<file path="src/rtl/coincid_trg_gen_pkg.sv">
// Shared definitions for the coincidence trigger generator.
// Contents: the FSM state encoding and the default parameter values that the
// top module and the interface both use.
package coincid_pkg;

    typedef enum logic [1:0] {
        ST_IDLE  = 2'd0,
        ST_MATCH = 2'd1,
        ST_TRIG  = 2'd2,
        ST_DEAD  = 2'd3
    } state_e;

    localparam int NUM_HIT_DEF       = 8;
    localparam int NUM_BUSY_DEF      = 2;
    localparam int NUM_GRP_DEF       = 5;
    localparam int ALIGN_W_DEF       = 4;
    localparam int DIV_W_DEF         = 6;
    localparam int CNT_W_DEF         = 16;
    localparam int DEAD_W_DEF        = 24;
    localparam int DEAD_TIME_NUM_DEF = 15000;

endpackage

</file>
<file path="src/rtl/coincid_trg_gen_if.sv">
// Signal bundle of the coincidence trigger generator.
// master : hit/busy lines and configuration driven in, trigger results read back
// slave  : the trigger generator side
// Hit/busy lines are active low; everything else is active high.
interface coincid_trg_gen_if
    import coincid_pkg::*;
#(
    parameter int NUM_HIT  = NUM_HIT_DEF,
    parameter int NUM_BUSY = NUM_BUSY_DEF,
    parameter int NUM_GRP  = NUM_GRP_DEF,
    parameter int ALIGN_W  = ALIGN_W_DEF,
    parameter int DIV_W    = DIV_W_DEF,
    parameter int CNT_W    = CNT_W_DEF
) ();
    logic [NUM_HIT-1:0]          hit_a_in_N;
    logic [NUM_HIT-1:0]          hit_b_in_N;
    logic [NUM_HIT-1:0]          hit_ab_sel_in;
    logic [NUM_HIT-1:0]          hit_mask_in;
    logic [NUM_BUSY-1:0]         busy_a_in_N;
    logic [NUM_BUSY-1:0]         busy_b_in_N;
    logic [NUM_BUSY-1:0]         busy_ab_sel_in;
    logic [NUM_BUSY-1:0]         busy_mask_in;
    logic [NUM_HIT*ALIGN_W-1:0]  hit_align_in;
    logic [NUM_GRP*NUM_HIT-1:0]  grp_pattern_in;
    logic [NUM_GRP-1:0]          grp_oe_in;
    logic [NUM_GRP*DIV_W-1:0]    grp_div_in;
    logic [7:0]                  trg_match_win_in;
    logic                        coincid_trg_out;
    logic [NUM_GRP-1:0]          coincid_tag_out;
    logic                        dead_out;
    logic [NUM_HIT-1:0]          hit_syn_out;
    logic [NUM_BUSY-1:0]         busy_syn_out;
    logic [NUM_GRP*CNT_W-1:0]    coincid_grp_cnt_out;

    modport master (
        output hit_a_in_N, hit_b_in_N, hit_ab_sel_in, hit_mask_in,
        output busy_a_in_N, busy_b_in_N, busy_ab_sel_in, busy_mask_in,
        output hit_align_in, grp_pattern_in, grp_oe_in, grp_div_in, trg_match_win_in,
        input  coincid_trg_out, coincid_tag_out, dead_out,
        input  hit_syn_out, busy_syn_out, coincid_grp_cnt_out
    );

    modport slave (
        input  hit_a_in_N, hit_b_in_N, hit_ab_sel_in, hit_mask_in,
        input  busy_a_in_N, busy_b_in_N, busy_ab_sel_in, busy_mask_in,
        input  hit_align_in, grp_pattern_in, grp_oe_in, grp_div_in, trg_match_win_in,
        output coincid_trg_out, coincid_tag_out, dead_out,
        output hit_syn_out, busy_syn_out, coincid_grp_cnt_out
    );
endinterface

</file>
<file path="src/rtl/coincid_trg_gen_hit_conditioner.sv">
// Conditioning of one hit channel: 2-FF synchroniser on both redundant sides,
// inversion to active high, A/B select, mask, rising-edge detect and stretch.
// Ports: clk_in, rst_in_N, hit_a_in_N/hit_b_in_N (active-low lines),
//        ab_sel_in (0=A, 1=B), mask_in (1=forced inactive),
//        align_in (stretch length, 0 treated as 1), hit_syn_out (stretched level).
module hit_conditioner #(
    parameter int ALIGN_W = 4
) (
    input  logic               clk_in,
    input  logic               rst_in_N,
    input  logic               hit_a_in_N,
    input  logic               hit_b_in_N,
    input  logic               ab_sel_in,
    input  logic               mask_in,
    input  logic [ALIGN_W-1:0] align_in,
    output logic               hit_syn_out
);
    // Inverted before the synchroniser so the cleared state means "no hit".
    logic [1:0]         sync_a_q, sync_b_q;
    logic               lvl, lvl_prev_q;
    logic [ALIGN_W-1:0] stretch_q, stretch_d;

    always_ff @(posedge clk_in or negedge rst_in_N) begin
        if (!rst_in_N) begin
            sync_a_q   <= '0;
            sync_b_q   <= '0;
            lvl_prev_q <= 1'b0;
            stretch_q  <= '0;
        end else begin
            sync_a_q   <= {sync_a_q[0], ~hit_a_in_N};
            sync_b_q   <= {sync_b_q[0], ~hit_b_in_N};
            lvl_prev_q <= lvl;
            stretch_q  <= stretch_d;
        end
    end

    assign lvl = (ab_sel_in ? sync_b_q[1] : sync_a_q[1]) & ~mask_in;

    // A new rising edge restarts the stretch even if one is still running.
    always_comb begin
        stretch_d = stretch_q;
        if (lvl && !lvl_prev_q) begin
            stretch_d = (align_in == '0) ? ALIGN_W'(1) : align_in;
        end else if (stretch_q != '0) begin
            stretch_d = stretch_q - ALIGN_W'(1);
        end
    end

    assign hit_syn_out = (stretch_q != '0);
endmodule

</file>
<file path="src/rtl/coincid_trg_gen.sv">
// Coincidence trigger generator: conditions hit/busy lines, opens a match
// window on the first hit, tags logic groups whose pattern is fully present,
// prescales them and emits a one-cycle trigger followed by a dead time.
// Ports: clk_in, rst_in_N (async active low), bus (coincid_trg_gen_if.slave).
// Build option: define COINCID_TRG_CNT_EN to include the per-group raw
// match counters; otherwise coincid_grp_cnt_out is tied to zero.
//
//  state | meaning
//  IDLE  | waiting for a hit while no busy line is active
//  MATCH | window open, matching groups accumulate into the tag register
//  TRIG  | one-cycle trigger pulse, fired groups latched on the tag output
//  DEAD  | dead time running; leaves once expired and busy is clear
module coincid_trg_gen
    import coincid_pkg::*;
#(
    parameter int NUM_HIT       = NUM_HIT_DEF,
    parameter int NUM_BUSY      = NUM_BUSY_DEF,
    parameter int NUM_GRP       = NUM_GRP_DEF,
    parameter int ALIGN_W       = ALIGN_W_DEF,
    parameter int DIV_W         = DIV_W_DEF,
    parameter int CNT_W         = CNT_W_DEF,
    parameter int DEAD_W        = DEAD_W_DEF,
    parameter int DEAD_TIME_NUM = DEAD_TIME_NUM_DEF
) (
    input  logic             clk_in,
    input  logic             rst_in_N,
    coincid_trg_gen_if.slave bus
);
    state_e              state_q, state_d;
    logic [NUM_HIT-1:0]  hit_syn;
    logic [NUM_BUSY-1:0] busy_a_s1_q, busy_a_s2_q, busy_b_s1_q, busy_b_s2_q, busy_syn;
    logic                busy_any;
    logic [NUM_GRP-1:0]  match, tag_all, fire, tag_q, tag_d, tag_out_q, tag_out_d;
    logic [7:0]          win_q, win_d;
    logic [DEAD_W-1:0]   dead_q, dead_d;
    logic [DIV_W-1:0]    presc_q [NUM_GRP];
    logic [DIV_W-1:0]    presc_d [NUM_GRP];
    logic [DIV_W-1:0]    div_eff, presc_inc;
    logic [NUM_HIT-1:0]  pat;
    logic                win_end, trg_pulse, dead_flag;

    for (genvar h = 0; h < NUM_HIT; h++) begin : g_hit
        hit_conditioner #(.ALIGN_W(ALIGN_W)) u_cond (
            .clk_in      (clk_in),
            .rst_in_N    (rst_in_N),
            .hit_a_in_N  (bus.hit_a_in_N[h]),
            .hit_b_in_N  (bus.hit_b_in_N[h]),
            .ab_sel_in   (bus.hit_ab_sel_in[h]),
            .mask_in     (bus.hit_mask_in[h]),
            .align_in    (bus.hit_align_in[h*ALIGN_W +: ALIGN_W]),
            .hit_syn_out (hit_syn[h])
        );
    end

    assign busy_syn = ((bus.busy_ab_sel_in & busy_b_s2_q) | (~bus.busy_ab_sel_in & busy_a_s2_q))
                      & ~bus.busy_mask_in;
    assign busy_any = |busy_syn;

    always_comb begin
        match = '0;
        pat   = '0;
        for (int g = 0; g < NUM_GRP; g++) begin
            pat      = bus.grp_pattern_in[g*NUM_HIT +: NUM_HIT];
            match[g] = bus.grp_oe_in[g] && (pat != '0) && ((hit_syn & pat) == pat);
        end
    end

    // The final window cycle still contributes its matches to the decision.
    assign tag_all = tag_q | match;
    assign win_end = (state_q == ST_MATCH) && (win_q <= 8'd1);

    // ">=" rather than "==" so that lowering a divisor live cannot strand a count.
    always_comb begin
        fire      = '0;
        div_eff   = '0;
        presc_inc = '0;
        for (int g = 0; g < NUM_GRP; g++) begin
            presc_d[g] = presc_q[g];
            div_eff    = bus.grp_div_in[g*DIV_W +: DIV_W];
            if (div_eff == '0) div_eff = DIV_W'(1);
            presc_inc  = presc_q[g] + DIV_W'(1);
            if (win_end && tag_all[g]) begin
                if (presc_inc >= div_eff) begin
                    fire[g]    = 1'b1;
                    presc_d[g] = '0;
                end else begin
                    presc_d[g] = presc_inc;
                end
            end
        end
    end

    always_ff @(posedge clk_in or negedge rst_in_N) begin
        if (!rst_in_N) state_q <= ST_IDLE;
        else           state_q <= state_d;
    end

    always_comb begin
        state_d = state_q;
        case (state_q)
            ST_IDLE:  if (!busy_any && (hit_syn != '0)) state_d = ST_MATCH;
            ST_MATCH: if (win_end) state_d = (fire != '0) ? ST_TRIG : ST_IDLE;
            ST_TRIG:  state_d = ST_DEAD;
            ST_DEAD:  if ((dead_q == '0) && !busy_any) state_d = ST_IDLE;
            default:  state_d = ST_IDLE;
        endcase
    end

    always_comb begin
        trg_pulse = (state_q == ST_TRIG);
        dead_flag = (state_q == ST_DEAD);
    end

    // The dead counter is loaded as TRIG begins and already counts during TRIG,
    // so DEAD lasts exactly DEAD_TIME_NUM cycles when no busy line is active.
    always_comb begin
        win_d     = win_q;
        tag_d     = tag_q;
        tag_out_d = tag_out_q;
        dead_d    = dead_q;
        case (state_q)
            ST_IDLE: begin
                if (state_d == ST_MATCH) begin
                    win_d = (bus.trg_match_win_in == 8'd0) ? 8'd1 : bus.trg_match_win_in;
                    tag_d = match;
                end
            end
            ST_MATCH: begin
                win_d = win_q - 8'd1;
                tag_d = tag_all;
                if (win_end) begin
                    tag_d = '0;
                    if (fire != '0) begin
                        tag_out_d = fire;
                        dead_d    = DEAD_W'(DEAD_TIME_NUM);
                    end
                end
            end
            default: if (dead_q != '0) dead_d = dead_q - DEAD_W'(1);
        endcase
    end

    always_ff @(posedge clk_in or negedge rst_in_N) begin
        if (!rst_in_N) begin
            busy_a_s1_q <= '0;
            busy_a_s2_q <= '0;
            busy_b_s1_q <= '0;
            busy_b_s2_q <= '0;
            win_q       <= '0;
            tag_q       <= '0;
            tag_out_q   <= '0;
            dead_q      <= '0;
            for (int g = 0; g < NUM_GRP; g++) presc_q[g] <= '0;
        end else begin
            busy_a_s1_q <= ~bus.busy_a_in_N;
            busy_a_s2_q <= busy_a_s1_q;
            busy_b_s1_q <= ~bus.busy_b_in_N;
            busy_b_s2_q <= busy_b_s1_q;
            win_q       <= win_d;
            tag_q       <= tag_d;
            tag_out_q   <= tag_out_d;
            dead_q      <= dead_d;
            for (int g = 0; g < NUM_GRP; g++) presc_q[g] <= presc_d[g];
        end
    end

`ifdef COINCID_TRG_CNT_EN
    logic [CNT_W-1:0] cnt_q [NUM_GRP];

    always_ff @(posedge clk_in or negedge rst_in_N) begin
        if (!rst_in_N) begin
            for (int g = 0; g < NUM_GRP; g++) cnt_q[g] <= '0;
        end else begin
            for (int g = 0; g < NUM_GRP; g++) begin
                if (win_end && tag_all[g] && (cnt_q[g] != '1)) cnt_q[g] <= cnt_q[g] + CNT_W'(1);
            end
        end
    end

    for (genvar g = 0; g < NUM_GRP; g++) begin : g_cnt
        assign bus.coincid_grp_cnt_out[g*CNT_W +: CNT_W] = cnt_q[g];
    end
`else
    assign bus.coincid_grp_cnt_out = '0;
`endif

    assign bus.coincid_trg_out = trg_pulse;
    assign bus.dead_out        = dead_flag;
    assign bus.coincid_tag_out = tag_out_q;
    assign bus.hit_syn_out     = hit_syn;
    assign bus.busy_syn_out    = busy_syn;
endmodule

</file>
<file path="src/flat_wrapper.sv">
// flat-port wrapper written by rule: the top's interface ports become plain ports
module coincid_trg_gen_flat import coincid_pkg::*;
#(
    parameter int NUM_HIT       = NUM_HIT_DEF,
    parameter int NUM_BUSY      = NUM_BUSY_DEF,
    parameter int NUM_GRP       = NUM_GRP_DEF,
    parameter int ALIGN_W       = ALIGN_W_DEF,
    parameter int DIV_W         = DIV_W_DEF,
    parameter int CNT_W         = CNT_W_DEF,
    parameter int DEAD_W        = DEAD_W_DEF,
    parameter int DEAD_TIME_NUM = DEAD_TIME_NUM_DEF
)
  (clk_in, rst_in_N, bus_hit_a_in_N, bus_hit_b_in_N, bus_hit_ab_sel_in, bus_hit_mask_in, bus_busy_a_in_N, bus_busy_b_in_N, bus_busy_ab_sel_in, bus_busy_mask_in, bus_hit_align_in, bus_grp_pattern_in, bus_grp_oe_in, bus_grp_div_in, bus_trg_match_win_in, bus_coincid_trg_out, bus_coincid_tag_out, bus_dead_out, bus_hit_syn_out, bus_busy_syn_out, bus_coincid_grp_cnt_out);
  coincid_trg_gen_if #(.NUM_HIT(NUM_HIT), .NUM_BUSY(NUM_BUSY), .NUM_GRP(NUM_GRP), .ALIGN_W(ALIGN_W), .DIV_W(DIV_W), .CNT_W(CNT_W)) bus_i ();
  input  logic clk_in;
  input  logic rst_in_N;
  input wire logic [$bits(bus_i.hit_a_in_N)-1:0] bus_hit_a_in_N;
  input wire logic [$bits(bus_i.hit_b_in_N)-1:0] bus_hit_b_in_N;
  input wire logic [$bits(bus_i.hit_ab_sel_in)-1:0] bus_hit_ab_sel_in;
  input wire logic [$bits(bus_i.hit_mask_in)-1:0] bus_hit_mask_in;
  input wire logic [$bits(bus_i.busy_a_in_N)-1:0] bus_busy_a_in_N;
  input wire logic [$bits(bus_i.busy_b_in_N)-1:0] bus_busy_b_in_N;
  input wire logic [$bits(bus_i.busy_ab_sel_in)-1:0] bus_busy_ab_sel_in;
  input wire logic [$bits(bus_i.busy_mask_in)-1:0] bus_busy_mask_in;
  input wire logic [$bits(bus_i.hit_align_in)-1:0] bus_hit_align_in;
  input wire logic [$bits(bus_i.grp_pattern_in)-1:0] bus_grp_pattern_in;
  input wire logic [$bits(bus_i.grp_oe_in)-1:0] bus_grp_oe_in;
  input wire logic [$bits(bus_i.grp_div_in)-1:0] bus_grp_div_in;
  input wire logic [$bits(bus_i.trg_match_win_in)-1:0] bus_trg_match_win_in;
  output wire logic [$bits(bus_i.coincid_trg_out)-1:0] bus_coincid_trg_out;
  output wire logic [$bits(bus_i.coincid_tag_out)-1:0] bus_coincid_tag_out;
  output wire logic [$bits(bus_i.dead_out)-1:0] bus_dead_out;
  output wire logic [$bits(bus_i.hit_syn_out)-1:0] bus_hit_syn_out;
  output wire logic [$bits(bus_i.busy_syn_out)-1:0] bus_busy_syn_out;
  output wire logic [$bits(bus_i.coincid_grp_cnt_out)-1:0] bus_coincid_grp_cnt_out;
  assign bus_i.hit_a_in_N = bus_hit_a_in_N;
  assign bus_i.hit_b_in_N = bus_hit_b_in_N;
  assign bus_i.hit_ab_sel_in = bus_hit_ab_sel_in;
  assign bus_i.hit_mask_in = bus_hit_mask_in;
  assign bus_i.busy_a_in_N = bus_busy_a_in_N;
  assign bus_i.busy_b_in_N = bus_busy_b_in_N;
  assign bus_i.busy_ab_sel_in = bus_busy_ab_sel_in;
  assign bus_i.busy_mask_in = bus_busy_mask_in;
  assign bus_i.hit_align_in = bus_hit_align_in;
  assign bus_i.grp_pattern_in = bus_grp_pattern_in;
  assign bus_i.grp_oe_in = bus_grp_oe_in;
  assign bus_i.grp_div_in = bus_grp_div_in;
  assign bus_i.trg_match_win_in = bus_trg_match_win_in;
  assign bus_coincid_trg_out = bus_i.coincid_trg_out;
  assign bus_coincid_tag_out = bus_i.coincid_tag_out;
  assign bus_dead_out = bus_i.dead_out;
  assign bus_hit_syn_out = bus_i.hit_syn_out;
  assign bus_busy_syn_out = bus_i.busy_syn_out;
  assign bus_coincid_grp_cnt_out = bus_i.coincid_grp_cnt_out;
  coincid_trg_gen #(.NUM_HIT(NUM_HIT), .NUM_BUSY(NUM_BUSY), .NUM_GRP(NUM_GRP), .ALIGN_W(ALIGN_W), .DIV_W(DIV_W), .CNT_W(CNT_W), .DEAD_W(DEAD_W), .DEAD_TIME_NUM(DEAD_TIME_NUM)) u_core (.clk_in(clk_in), .rst_in_N(rst_in_N), .bus(bus_i));
endmodule
</file>
<file path="config.mk">
export PLATFORM = sky130hd
export DESIGN_NAME = coincid_trg_gen_flat
export DESIGN_NICKNAME = d
export VERILOG_FILES = /design/src/rtl/coincid_trg_gen_pkg.sv /design/src/rtl/coincid_trg_gen_if.sv /design/src/rtl/coincid_trg_gen_hit_conditioner.sv /design/src/rtl/coincid_trg_gen.sv /design/src/flat_wrapper.sv
export SDC_FILE = /design/constraint.sdc
export NUM_CORES = 1
export LEC_CHECK = 0
export ABC_AREA = 1
export CELL_PAD_IN_SITES_DETAIL_PLACEMENT = 2
export CELL_PAD_IN_SITES_GLOBAL_PLACEMENT = 2
export CORE_UTILIZATION = 31
export CTS_CLUSTER_DIAMETER = 150
export DETAILED_ROUTE_END_ITERATION = 12
export GPL_TIMING_DRIVEN = 0
export PLACE_DENSITY_LB_ADDON = 0.3
export SKIP_LAST_GASP = 1
export SYNTH_ARGS = -nofsm -noshare
export SYNTH_HDL_FRONTEND = slang
export SYNTH_SLANG_ARGS = --single-unit
</file>
<file path="constraint.sdc">
create_clock -name clk_in -period 5.23 [get_ports clk_in]
set_clock_uncertainty 0.05 [all_clocks]
set_input_delay 1.569 -clock clk_in [delete_from_list [all_inputs] [get_ports clk_in]]
set_output_delay 1.569 -clock clk_in [all_outputs]
set_load 0.05 [all_outputs]
</file>
## Word level (Yosys, flattened, before mapping)

Cells that the tools add are included.

| storage, ports and cells | value |
|---|---|
| flip-flop bits (word level) | 154 |
| input bits | 157 |
| output and inout port bits | 97 |
| logic and storage cells | 274 |

| operators by class | value |
|---|---|
| $add $sub $neg | 15 |
| $lt $le $gt $ge | 6 |
| equality and inequality tests | 12 |
| multiplexer cells | 67 |
| bitwise gates (word level) | 47 |
| reduce and logical (&&, ||, !) cells | 81 |

Operators by type and width:

| operator | number |
|---|---|
| $mux 4 | 24 |
| $mux 24 | 3 |
| $mux 6 | 10 |
| $pmux 24 s2 | 1 |
| $reduce_bool 8->1 | 6 |
| $and 8x8->8 | 5 |
| $eq 8x8->1 | 5 |
| $logic_not 4->1 | 8 |
| $reduce_bool 4->1 | 8 |
| $sub 4x1->4 const B | 8 |
| $add 6x1->6 const B | 5 |
| $ge 6x6->1 | 5 |
| $logic_not 6->1 | 5 |
| $logic_and 1x1->1 | 26 |
| $not 1->1 | 25 |
| $logic_not 24->1 | 1 |
| $reduce_bool 24->1 | 1 |
| $sub 24x1->24 const B | 1 |
| $reduce_bool 2->1 | 10 |
| $mux 1 | 18 |
| $mux 8 | 2 |
| $pmux 8 s2 | 1 |
| $mux 5 | 2 |
| $pmux 5 s2 | 1 |
| 21 further kinds | 47 |

## Longest topological paths before layout

Gate-level depths: netlist of the first run.

| depth | value |
|---|---|
| word-level depth | 14 |
| depth in mapped cells | 17 |
| gate-level depth less buffers | 16 |

## By module

A second synthesis of the first run with hierarchy kept.

| second synthesis, totals | value |
|---|---|
| cell total of the unflattened synthesis | 1,290 |
| area, all modules | 10,035.9 µm² |

By module, submodules not included:

| module | instances | cells each | area each (µm²) | seq. area each (µm²) |
|---|---|---|---|---|
| coincid_trg_gen | 1 | 866 | 6,362.4 | 2,052.0 |
| hit_conditioner | 8 | 53 | 459.2 | 225.2 |

## Worst setup path before layout of the first run

No wires, ideal clock.

| timing | value |
|---|---|
| path kind | input port to output port |
| start point | input bus_busy_ab_sel_in[1] |
| end point | output bus_busy_syn_out[1] |
| arrival time | 2.422 ns |
| required time | 3.611 ns |
| slack | 1.189 ns |
| stages on the path | 3 |
| buffers on the path | 0 |
| cell sequence | inv_1 -> nand2_1 -> a21oi_1 |

| on the way | value |
|---|---|
| longest elaborated chain between the ends | 4 |
| elaborated cells on any way between the ends | 5 |
| those cells by class | bitwise: 5 |

RTL lines:

| what | RTL line | RTL |
|---|---|---|
| start, declared | flat_wrapper.sv:23 | `input wire logic [$bits(bus_i.busy_ab_sel_in)-1:0] bus_busy_ab_sel_in;` |
| $not 2->2 | coincid_trg_gen.sv:55 | `assign busy_syn = ((bus.busy_ab_sel_in & busy_b_s2_q) \| (~bus.busy_ab_sel_in & busy_a_s2_q))` |
| $and 2x2->2 | coincid_trg_gen.sv:55 |  |
| $or 2x2->2 * | coincid_trg_gen.sv:55 |  |
| $and 2x2->2 * | coincid_trg_gen.sv:56 | `& ~bus.busy_mask_in;` |
| end, declared | flat_wrapper.sv:34 | `output wire logic [$bits(bus_i.busy_syn_out)-1:0] bus_busy_syn_out;` |

Every way passes the cells marked *; elsewhere a longest branch is shown, timed or not.

## Final worst setup path of the first run

| timing | value |
|---|---|
| start point | input bus_busy_ab_sel_in[0] |
| end point | output bus_busy_syn_out[0] |

Same word-level chain as after synthesis.

==> impl_metrics.py, run 1 <==
metrics = {
    "clock_network": {
        "cts.repair.resized": 0,
        "cts_made_buffers": 17,
        "clk_latency_ns": 0.44,
        "cts_setup_buffers": 0,
        "cts_tree": "yes",
        "hold_buffers": 0,
        "clk_path_buf_depth": 2,
        "root_buffer": "clkbuf_16",
        "cts.sinks": 154,
        "path_clk_slew_ns": 0.06,
        "htreeDepth": 4,
    },
    "outcome": {
        "outcome": "complete, no violations",
    },
    "floorplan": {
        "start_util_pct": 31.6,
        "row_count": 65,
        "die_w_um": 182,
        "dieArea_sq_um": 33000,
        "die_y_um": 182,
        "core_area_sq_um": 31600,
        "ios": 254,
    },
    "grt": {
        "grt_pass1_vias": 10193,
        "gr-total-overflow": 0,
        "grt_pass1_wl_um": 51200,
        "grtUsageTotal_pct": 19.5,
        "antenna_found_initial": 1,
        "grt_max_degree": 79,
    },
    "drt": {
        "vias": 9032,
        "met2_length_um": 16200,
        "via_per_inst": 4.71,
        "m1WireLength_um": 13200,
        "drc": 0,
        "first_iter_violations": 201,
        "drt_wl_total_um": 31200,
        "postRouteAntennaNets": 0,
        "first_pass_iters": 4,
        "wire_per_inst_um": 16.2,
        "route.met3.wl_um": 1200,
        "top_layer_used": "met4",
    },
    "hold_path": {
        "hp-class": "reg -> reg",
        "hold_depth": 0,
        "hold_start": "u_core.g_hit[0].u_cond.sync_b_q[0]",
        "min_to": "u_core.g_hit[0].u_cond.sync_b_q[1]",
    },
    "timing": {
        "finalHoldViolCount": 0,
        "layout_min_cycle_time_ns": 4.78,
        "setup_viol": 0,
        "finalMaxSlewViolations": 0,
        "max_freq_mhz": 209,
        "slew_headroom_pct": 48.0,
        "fin_crit_sh_pct": 91.4,
        "rsz0062_at_grt": "no",
        "tightest_slew_ns": 0.773,
        "timing.hold.ws_ns": 0.299,
    },
    "placed_design": {
        "portBuffers": 173,
        "postPlaceCellArea_sq_um": 12600,
        "gp_congestion": 0.799,
        "place_hpwl_um": 24600,
    },
    "worst_setup_path": {
        "criticalPathCategory": "in -> out",
        "cp-start-kind": "primary input",
        "worstReg2RegEnd": "u_core.dead_q[12]",
        "rr_worst_depth": 16,
        "required_ns": 3.61,
        "r2r_start": "u_core.presc_q[24]",
        "crit_path_max_fanout": 2,
        "end_kind": "output port",
        "arrival_ns": 3.16,
        "r2r_setup_slack_ns": 2.21,
    },
    "synth": {
        "synth.avg_cell_area_sq_um": 8.14,
        "synth.distinct_cells": 51,
        "syn_inst": 1230,
        "postSynthRegisterBits": 154,
        "async_flop_share_pct": 100,
        "syn_area_sq_um": 10000,
        "synthFlopType": "dfrtp_1",
        "synth_warnings": 0,
        "synth_enable_flop_cells": 0,
        "yosysSeqAreaShare_pct": 38.5,
    },
    "finish": {
        "stdcell_area_sq_um": 13200,
        "area_growth_pct": 32.0,
        "nets": 1713,
        "final_core_util_pct": 41.8,
        "drive_above_1_share_pct": 14.7,
        "seq_area_sq_um": 3850,
        "fillers": 3652,
        "multiInputGateArea_sq_um": 4960,
    },
    "power": {
        "power_density_nw_per_um2": 508,
        "p_leak_nw": 6.77,
        "ir_worst_vdd_uv": 254,
    },
    "job": {
        "drv_cap": 0,
    },
}
==> state kept, by name, summed over array words and instances (netlist names), 5 cells and up <==
| register | flops |
|---|---|
| u_core.win_q | 8 |
| u_core.bus.coincid_tag_out | 5 |
| u_core.g_hit.u_cond.sync_a_q | 16 |
| u_core.g_hit.u_cond.sync_b_q | 16 |
| u_core.g_hit.u_cond.lvl_prev_q | 8 |
| u_core.g_hit.u_cond.stretch_q | 32 |
| u_core.presc_q | 30 |
| u_core.tag_q | 5 |
| u_core.dead_q | 24 |
==> layer usage <==
layer | global-route usage, % | vias to the layer above
met5 | 0 | -
met4 | 5.49 | 0
met3 | 4.25 | 37
met2 | 35.8 | 172
met1 | 22.6 | 4469
li1 | - | 4354
==> where the power goes <==
group	switching [mW]	internal, mW	total (mW)
combinational	2.15	1.28	3.43
clock	0.508	0.861	1.37
sequential	0.349	1.56	1.91
total	3.01	3.70	6.71
==> final cells by class <==
cell class                      count  area share, %
Sequential cell                   154           29.2
Buffer                             99           5.67
Tap cell                          402           3.81
Inverter                          198           5.64
Clock buffer                       25           3.83
Timing Repair Buffer              174           13.4
Multi-Input combinational cell    858           37.5
Antenna cell                        1         0.0189
Clock inverter                      6           1.01
==> cell usage after synthesis, types with 21 or more instances <==
| cell type | n | area, sq um |
|---|---|---|
| nand2_2 | 34 | 213 |
| nand2_1 | 165 | 619 |
| buf_4 | 91 | 683 |
| a21oi_1 | 26 | 130 |
| nor2_1 | 118 | 443 |
| nand3_1 | 84 | 420 |
| nor3_1 | 21 | 105 |
| dfrtp_1 | 154 | 3850 |
| inv_1 | 188 | 706 |
| ha_1 | 54 | 676 |
| xor2_1 | 37 | 324 |
| o21ai_0 | 76 | 380 |
==> worst max-delay path, stage by stage <==
cell	delay, ns
clkdlybuf4s50_1	0.49
nand2_1	0.06
a21oi_1	0.20
clkdlybuf4s50_1	0.84
==> per-stage QoR <==
stage | setup WS, ns | cells | TNS, ns | total power [mW]
2_1_floorplan | 1.19 | 1309 | 0 | 4.33
3_3_place_gp | -4.46 | 1884 | -683.69 | 5.15
3_5_place_dp | 0.440 | 1885 | 0 | 5.38
4_1_cts | 0.437 | 1916 | 0 | 6.83
5_1_grt | 0.390 | 1917 | 0 | 7.29
6_report | 0.448 | 1917 | 0 | 6.71
==> how the worst max path moves through the flow <==
stage | startpoint | end | slack, ns | cells after the start
after global routing | bus_busy_ab_sel_in[0] | bus_busy_syn_out[0] | 0.39 | 4
final | bus_busy_ab_sel_in[0] | bus_busy_syn_out[0] | 0.45 | 4
after floorplan | bus_busy_ab_sel_in[1] | bus_busy_syn_out[1] | 1.19 | 3
after global placement | rst_in_N | u_core.presc_q[23] | -4.46 | 1
after CTS | bus_busy_ab_sel_in[0] | bus_busy_syn_out[0] | 0.44 | 4
after detailed placement | bus_busy_ab_sel_in[1] | bus_busy_syn_out[1] | 0.44 | 4
==> cell families (layout without fill, tap and decap cells) <==
family	Yosys count	after routing	share of synthesized area (%)
simple gates	493	493	24.2
buf+inv	297	502	14.9
compound gates	173	173	10.5
flops	154	154	38.5
fa+ha+maj	54	54	6.75
xor+xnor	54	54	4.73
mux	4	4	0.400
other cells	1	81	0.0375
==> layout by cell type (no fill, tap or decap), types with 14 or more instances in the layout <==
cell type,Yosys,final
clkbuf_16,0,17
dfrtp_1,154,154
xnor2_1,17,17
nand3_1,84,84
nand2_2,34,34
ha_1,54,54
nand4_1,14,14
conb_1,1,80
nand2_1,165,165
o21ai_0,76,76
xor2_1,37,37
nor2_1,118,118
inv_1,188,188
clkdlybuf4s50_1,0,172
nor3_1,21,21
buf_4,91,91
a21oi_1,26,26
No activity file was read; power rests on OpenSTA's default activity.
==> run 2: changes to the inputs <==
- CORE_MARGIN: default -> 3
- CORE_UTILIZATION: 31 -> 40
- DONT_BUFFER_PORTS: default -> 1
==> impl_metrics.py, run 2 (synthesized netlist as in run 1, its figures left out) <==
metrics = {
    "worst_setup_path": {
        "crit_path_end": "bus_busy_syn_out[1]",
        "max_stage_delay_ns": 0.85,
        "crit_path_max_fanout": 2,
        "critPathBufInv": 1,
        "worstReg2RegEnd": "u_core.dead_q[16]",
        "end_kind": "output port",
        "cp-start-kind": "primary input",
        "criticalPathCategory": "in -> out",
        "critPathSlowestCell": "a21oi_1",
        "cp.depth": 3,
        "r2r_setup_slack_ns": 2.17,
        "critPathTopFamily": "compound AO/OA/AOI/OAI gates",
        "required_ns": 3.61,
        "r2r_start": "u_core.presc_q[24]",
        "arrival_ns": 2.49,
        "rr_worst_depth": 15,
        "critical_path.cell_chain": "inv_1 > nand2_1 > a21oi_1",
        "cp-startpoint": "bus_busy_ab_sel_in[1]",
    },
    "grt": {
        "gr-total-overflow": 0,
        "grt_max_degree": 155,
        "antenna_found_initial": 0,
        "grtUsageTotal_pct": 24.6,
        "grt_pass1_wl_um": 52100,
        "grt_pass1_vias": 9845,
    },
    "finish": {
        "fillers": 2806,
        "final_common_cell": "inv_1",
        "regMostFlops": "u_core.g_hit.u_cond.stretch_q",
        "nets": 1539,
        "diodes": 0,
        "seq_area_sq_um": 3850,
        "area_growth_pct": 12.8,
        "multiInputGateArea_sq_um": 4960,
        "largest_reg_flops": 32,
        "stdcell_area_sq_um": 11300,
        "final_cell_mix": "188 x inv_1, 165 x nand2_1, 154 x dfrtp_1",
        "top_regs": "u_core.g_hit.u_cond.stretch_q: 32 flops, u_core.presc_q: 30 flops, u_core.dead_q: 24 flops",
        "drive_above_1_share_pct": 16.6,
    },
    "placed_design": {
        "place_hpwl_um": 23800,
        "portBuffers": 0,
        "gp_congestion": 0.825,
        "postPlaceCellArea_sq_um": 10700,
        "dp_slack_ns": 1.12,
    },
    "outcome": {
        "outcome": "complete, no violations",
    },
    "timing": {
        "tns_ns": 0,
        "rsz0062_at_grt": "no",
        "timing.hold.ws_ns": 0.307,
        "slew_headroom_pct": 25.3,
        "tightest_slew_ns": 1.12,
        "fin_crit_sh_pct": 78.6,
        "finalMaxSlewViolations": 0,
        "setup_viol": 0,
        "layout_min_cycle_time_ns": 4.11,
        "finalHoldViolCount": 0,
        "fin_ws_ns": 1.12,
        "max_freq_mhz": 243,
    },
    "drt": {
        "vias": 8561,
        "wire_per_inst_um": 19.7,
        "postRouteAntennaNets": 0,
        "drc": 0,
        "drt_wl_total_um": 32800,
        "first_pass_iters": 6,
        "via_per_inst": 5.14,
        "first_iter_violations": 367,
    },
    "floorplan": {
        "dieArea_sq_um": 27000,
        "row_count": 57,
        "ios": 254,
        "start_util_pct": 40.9,
        "die_w_um": 164,
        "core_area_sq_um": 24500,
        "die_y_um": 164,
    },
    "clock_network": {
        "cts.sinks": 154,
        "path_clk_slew_ns": 0.07,
        "clk_latency_ns": 0.44,
        "cts_made_buffers": 17,
        "root_buffer": "clkbuf_16",
        "hold_buffers": 0,
        "cts_tree": "yes",
        "clk_path_buf_depth": 2,
        "cts.repair.resized": 0,
        "cts_setup_buffers": 0,
        "htreeDepth": 4,
    },
    "power": {
        "switchingPower_mw": 3.19,
        "p_sw_share_pct": 48.7,
        "power_frac_comb_pct": 50.1,
        "seq_power_share_pct": 30.5,
        "power_density_nw_per_um2": 581,
        "p_int_mw": 3.36,
        "p_leak_nw": 6.05,
        "ir_worst_vdd_uv": 212,
        "clkPwrFrac_pct": 19.4,
        "finalPower_mw": 6.55,
    },
    "hold_path": {
        "hp-class": "reg -> reg",
    },
    "job": {
        "drv_cap": 0,
    },
}
[run 2: cell count changes in the layout (fill, tap and decap cells not counted), sizes merged]
cell | previous run | this run
bufinv | 4 | 1
clkbuf | 28 | 20
diode | 1 | 0
buf | 98 | 96
clkdlybuf4s50 | 172 | 0
inv | 198 | 209
[run 2: how the worst min path moves through the flow]
stage	startpoint	endpoint	depth (start not counted)
6_report	u_core.g_hit[5].u_cond.sync_a_q[0]	u_core.g_hit[5].u_cond.sync_a_q[1]	0
5_1_grt	u_core.g_hit[3].u_cond.sync_a_q[0]	u_core.g_hit[3].u_cond.sync_a_q[1]	0
4_1_cts	u_core.g_hit[1].u_cond.sync_b_q[0]	u_core.g_hit[1].u_cond.sync_b_q[1]	0
3_5_place_dp	u_core.g_hit[5].u_cond.sync_a_q[0]	u_core.g_hit[5].u_cond.sync_a_q[1]	0
3_3_place_gp	u_core.g_hit[1].u_cond.sync_a_q[0]	u_core.g_hit[1].u_cond.sync_a_q[1]	0
2_1_floorplan	u_core.busy_a_s1_q[0]	u_core.busy_a_s2_q[0]	0
[run 2: worst register-to-register path: stages (launching register included)]
cell     delay, ns
dfrtp_1       0.43
ha_1          0.26
nand3_1       0.13
xor2_1        0.26
ha_1          0.29
nand2_1       0.06
a21oi_1       0.05
nor3b_1       0.26
o21ai_0       0.23
nand3_2       0.15
nand2_2       0.07
nor2_4        0.19
nand3_4       0.14
buf_4         0.21
nand3_1       0.10
nand2_1       0.08
[run 2: power by group through the flow]
stage	sequential [mW]	combinational [mW]	clock [mW]
floorplan	1.89	2.44	0
global placement	1.96	2.95	0
detailed placement	1.99	3.19	0
CTS	2.00	3.31	1.30
global route	2.04	3.72	1.34
finish	2.00	3.28	1.27
[run 2: routing by layer]
layer / part of all wire (%) / vias up / track usage, %
met5: 0 / - / 0
met2: 54 / 197 / 47.2
li1: - / 4004 / -
met4: 1.9 / 0 / 7.07
met3: 4.9 / 43 / 4.67
met1: 39 / 4317 / 27.4
[run 2: layout make-up]
type	count	share of cell area, %
flip-flops and latches	154	34.1
plain buffers	99	6.64
inverters	198	6.61
well taps	324	3.59
clock inverters	14	1.34
clock buffers	17	3.77
multi-input cells	858	43.9
[run 2: per-stage QoR]
| stage | util (%) | instances |
|---|---|---|
| global placement | 43.8 | 1633 |
| floorplan | - | 1309 |
| global route | 46.1 | 1664 |
| CTS | 46.1 | 1664 |
| finish | 46.1 | 1664 |
| detailed placement | 43.8 | 1633 |
